==> src/rtl/piso_frame_tx.sv <==
// piso_frame_tx: parallel-in serial-out frame transmitter.
// Takes a WIDTH-bit word over valid/ready and shifts it out one bit per clk with a frame strobe.
module piso_frame_tx #(
  parameter int WIDTH      = 8,
  parameter bit MSB_FIRST  = 1'b1,
  parameter bit IDLE_LEVEL = 1'b0
) (
  input  logic             clk,
  input  logic             rst_n,
  input  logic [WIDTH-1:0] din,
  input  logic             din_valid,
  output logic             din_ready,
  output logic             ser_out,
  output logic             ser_frame,
  output logic             busy,
  output logic             done
);

  // state | meaning
  // IDLE  | no frame active, ser_out at IDLE_LEVEL, ready for a word
  // SHIFT | frame active, ser_out carries bit cnt of the current word

  localparam int            CW       = (WIDTH > 1) ? $clog2(WIDTH) : 1;
  localparam logic [CW-1:0] CNT_LAST = CW'(WIDTH - 1);

  typedef enum logic {
    IDLE  = 1'b0,
    SHIFT = 1'b1
  } state_t;

  state_t           state, state_nxt;
  logic [CW-1:0]    cnt, cnt_nxt;
  logic [WIDTH-1:0] sreg, sreg_nxt;
  logic             ser_out_nxt, frame_nxt, busy_nxt, done_nxt;
  logic             last_bit, xfer;

  function automatic logic head_bit(input logic [WIDTH-1:0] w);
    return MSB_FIRST ? w[WIDTH-1] : w[0];
  endfunction

  // sreg always holds the bits still to be sent, next bit at the head
  function automatic logic [WIDTH-1:0] advance(input logic [WIDTH-1:0] w);
    return MSB_FIRST ? {w[WIDTH-2:0], IDLE_LEVEL} : {IDLE_LEVEL, w[WIDTH-1:1]};
  endfunction

  always_ff @(posedge clk or negedge rst_n) begin
    if (!rst_n) begin
      state     <= IDLE;
      cnt       <= '0;
      sreg      <= {WIDTH{IDLE_LEVEL}};
      ser_out   <= IDLE_LEVEL;
      ser_frame <= 1'b0;
      busy      <= 1'b0;
      done      <= 1'b0;
    end else begin
      state     <= state_nxt;
      cnt       <= cnt_nxt;
      sreg      <= sreg_nxt;
      ser_out   <= ser_out_nxt;
      ser_frame <= frame_nxt;
      busy      <= busy_nxt;
      done      <= done_nxt;
    end
  end

  always_comb begin
    last_bit    = (state == SHIFT) && (cnt == CNT_LAST);
    din_ready   = (state == IDLE) || last_bit;
    xfer        = din_valid && din_ready;
    state_nxt   = state;
    cnt_nxt     = cnt;
    sreg_nxt    = sreg;
    ser_out_nxt = ser_out;
    frame_nxt   = ser_frame;
    busy_nxt    = busy;
    done_nxt    = 1'b0;

    case (state)
      IDLE: begin
        if (xfer) begin
          state_nxt   = SHIFT;
          cnt_nxt     = '0;
          sreg_nxt    = advance(din);
          ser_out_nxt = head_bit(din);
          frame_nxt   = 1'b1;
          busy_nxt    = 1'b1;
        end
      end
      SHIFT: begin
        if (!last_bit) begin
          cnt_nxt     = cnt + 1'b1;
          sreg_nxt    = advance(sreg);
          ser_out_nxt = head_bit(sreg);
        end else begin
          done_nxt = 1'b1;
          if (xfer) begin
            // back-to-back: reload on the last-bit edge, frame stays high
            cnt_nxt     = '0;
            sreg_nxt    = advance(din);
            ser_out_nxt = head_bit(din);
          end else begin
            state_nxt   = IDLE;
            cnt_nxt     = '0;
            ser_out_nxt = IDLE_LEVEL;
            frame_nxt   = 1'b0;
            busy_nxt    = 1'b0;
          end
        end
      end
      default: begin
        state_nxt = IDLE;
      end
    endcase
  end

endmodule

==> config.mk <==
export PLATFORM = sky130hd
export DESIGN_NAME = piso_frame_tx
export DESIGN_NICKNAME = d
export VERILOG_FILES = /design/src/rtl/piso_frame_tx.sv
export SDC_FILE = /design/constraint.sdc
export NUM_CORES = 1
export LEC_CHECK = 0
export CAP_MARGIN = 5
export CORE_UTILIZATION = 51
export DETAILED_ROUTE_END_ITERATION = 8
export MAX_ROUTING_LAYER = met4
export PLACE_DENSITY = 0.81
export SLEW_MARGIN = 20
export SYNTH_ARGS = -nofsm -noshare
export SYNTH_HDL_FRONTEND = slang
export SYNTH_SLANG_ARGS = --single-unit
==> constraint.sdc <==
create_clock -name clk -period 3.4 [get_ports clk]
set_input_delay 0.34 -clock clk [delete_from_list [all_inputs] [get_ports clk]]
set_output_delay 0.34 -clock clk [all_outputs]
set_load 0.02 [all_outputs]
==> impl_results.md <==
* Worst slew margin at 56.1%
* HPWL Detailed at 817 um
* Switching Share at 35.4%
* Layout Skew at 0.00548 ns
* Crit-path cells: ha_1 -> ha_1 -> nor2b_4 -> inv_1 -> clkdlybuf4s50_1
* RePlAce Congestion at 0.625
* GRT overflow at 0
* Mapped Area at 709 um^2
* Critical-path maximum fanout at 17
* Die ar. at 1540 um^2
* CTS buffer count at 3
* CORE AREA at 1300 um^2
* CTS tree: done
* Outcome: complete, no violations
* Synth-to-layout area growth at 21.3%
* Max-slew violation count at 0
* R2R depth at 5
* CTS sink cnt at 15
* Max VDD drop at 0.326 mV
* Logic pwr share at 39.7%
* Tmin final at 2.47 ns
* Met3 usage at 3.41%
* Worst Hold Class: input pin to async pin
* GR Layer Usage met1 at 26.1%
* Data required time of the worst path at 3.06 ns
* Latest clock arrival within the worst-skew pair at 0.29 ns
* R2R Path Start: cnt[0]$_DFFE_PN0P_
* Via Count at 475
* Setup TNS at 0 ns
* # setup viols final at 0
* Largest net degree at the start of global routing at 18
* Final Util at 66.2%
* Crit end category: output port
* Total GRT Usage at 18.9%
* Routed WL at 1130 um
* Most Crowded Layer GR: met2
* Syn Inst Count at 63
* Final period util at 72.7%
* Drt first pass iters at 4
* Final hold violations at 0
* Antenna violations before repair at 0
* CP delay by family, top: buffers and inverters
* Critical path arrival at 2.13 ns
* Sequential share of power at 44.3%
* Worst Tran Pin Value at 0.656 ns
* Crit path buffers/inverters at 2
* CTS Hold Bufs at 0
* Library cells used by synthesis at 19
* Sequential fraction of the synthesis area at 52.9%
* I/O pins at 16
* Post-DRT Antenna Nets at 0
* CP dominant cell by count: ha_1
* RSZ-0062 raised after global routing: false
* Drt drc at 0
* Setup Fix Bufs, Post-CTS at 0
* Bufs on Longest Clock Path at 2
* Cell-internal power at 0.000411 W
* Synthesis-stage register bit count at 15
* Initial Util at 54.5%
* R2R setup slack at 1.86 ns
* RR Endpoint: sreg[0]$_DFF_PN0_
* Syn. warnings at 0
* Crit Path Class: flip-flop to output port
* WL/cell at 12.2 um
* Diodes inserted at 0
* Via density at 5.16
* Share of post-route cells with drive strength above 1 at 11.7%
* Max Cap Viol at 0
* Syn_nets at 76
* Drt initial violations at 9
* Crit-path max cell delay at 0.54 ns
* Syn_area_per_cell at 11.3 um^2
* NetSw at 0.000225 W
* Clock power frac at 16.0%
* P per Cell Area at 739 nW/um^2
* GR Util met2 at 26.3%
* Vias in the first global route at 417
* CTS clock-pin slew for the worst setup and hold paths at 0.09 ns
* CP startpoint kind: flip-flop
* Root buffer cell: clkbuf_4
* Htree depth at 1
* Rows at 13
* Overall die width at 39.3 um
* First-pass GRT wire length at 1810 um
* Cts repair resizes at 0
* Layout net count at 91
* Leak at 0.403 nW
* Port Buf Inserts at 15
* CP max-delay cell: clkdlybuf4s50_1
* FMAX at 405 MHz
* Die height at 39.3 um
final cells by class:
type | count | area [um^2]
clock buffers | 3 | 22.5
clock inverters | 1 | 5.00
fillers | 114 | 440
inverters | 3 | 11.3
multi-input cells | 40 | 278
flip-flops and latches | 15 | 375
well taps | 15 | 18.8
repair buffers | 15 | 150
power by group through the flow:
stage	Sequential [W]	Clock, W	Combinational, W
floorplan	0.000286	0	0.000195
global placement	0.000281	0	0.000249
detailed placement	0.000287	0	0.000255
CTS	0.000283	0.000105	0.000256
global route	0.000290	0.000113	0.000283
finish	0.000282	0.000102	0.000252
worst reg2reg max path, delay by kind of cell, from the launching register on:
kind	cells	cell delay, ns
DFF	1	0.41
and+or+nand+nor	3	0.56
adders and majority gates	2	0.47
stage by stage:
stage / hold WS, ns / cells / cell area [um^2] / setup WS, ns / total power (W)
final: 0.444 / 92 / 861 / 0.929 / 0.000636
after global routing: 0.511 / 92 / 861 / 0.765 / 0.000685
after CTS: 0.467 / 92 / 861 / 0.901 / 0.000644
after detailed placement: 0.476 / 88 / 833 / 1.26 / 0.000542
after global placement: 0.466 / 88 / 833 / 1.29 / 0.000530
after floorplan: 0.0444 / 63 / 709 / 1.78 / 0.000481
metal layers:
layer | wire length [um] | share of wire [%]
met2 | 542 | 48
met3 | 46 | 4.1
met4 | 17 | 1.5
met5 | 0 | 0
met1 | 519 | 46
sequential cells by signal (all words and copies together) (netlist names):
register  cells
sreg          8
state         1
ser_out       1
cnt           3
done          1
busy          1
cell usage after synthesis:
cell,count,area [um^2]
dfrtp_1,15,375
mux2i_1,8,80.1
nand2_1,8,30.0
o21ai_0,8,40.0
buf_4,3,22.5
inv_1,3,11.3
nor2_1,3,11.3
buf_6,2,22.5
ha_1,2,25.0
o21ai_2,2,17.5
a21oi_1,1,5.00
a22o_1,1,8.76
a32o_1,1,10.0
a32oi_1,1,8.76
and2_1,1,6.26
nand2b_1,1,6.26
nor2_2,1,6.26
nor2b_4,1,13.8
or2_4,1,8.76
cells in the final DEF, fill, tap and decap left out, drive strengths merged, types with 2 or more instances in the layout:
cell type,n
clkbuf,3
clkdlybuf4s50,15
dfrtp,15
ha,2
inv,3
mux2i,8
nand2,8
nor2,4
o21ai,10
kinds of logic after synthesis:
family,after synthesis,share of synthesized area (%)
buffers and inverters,8,7.94
DFF,15,52.9
adders and majority gates,2,3.53
AOI/OAI and AO/OA,14,12.7
muxes,8,11.3
and+or+nand+nor,16,11.6
worst max path at each step:
stage,slack (ns),depth (start not counted),end,start
after floorplan,1.78,6,din_ready,cnt[0]$_DFFE_PN0P_
after global placement,1.29,5,din_ready,cnt[0]$_DFFE_PN0P_
after detailed placement,1.26,5,din_ready,cnt[0]$_DFFE_PN0P_
after CTS,0.90,5,din_ready,cnt[0]$_DFFE_PN0P_
after global routing,0.77,5,din_ready,cnt[0]$_DFFE_PN0P_
final,0.93,5,din_ready,cnt[0]$_DFFE_PN0P_
(Power assumes the default switching activity.)
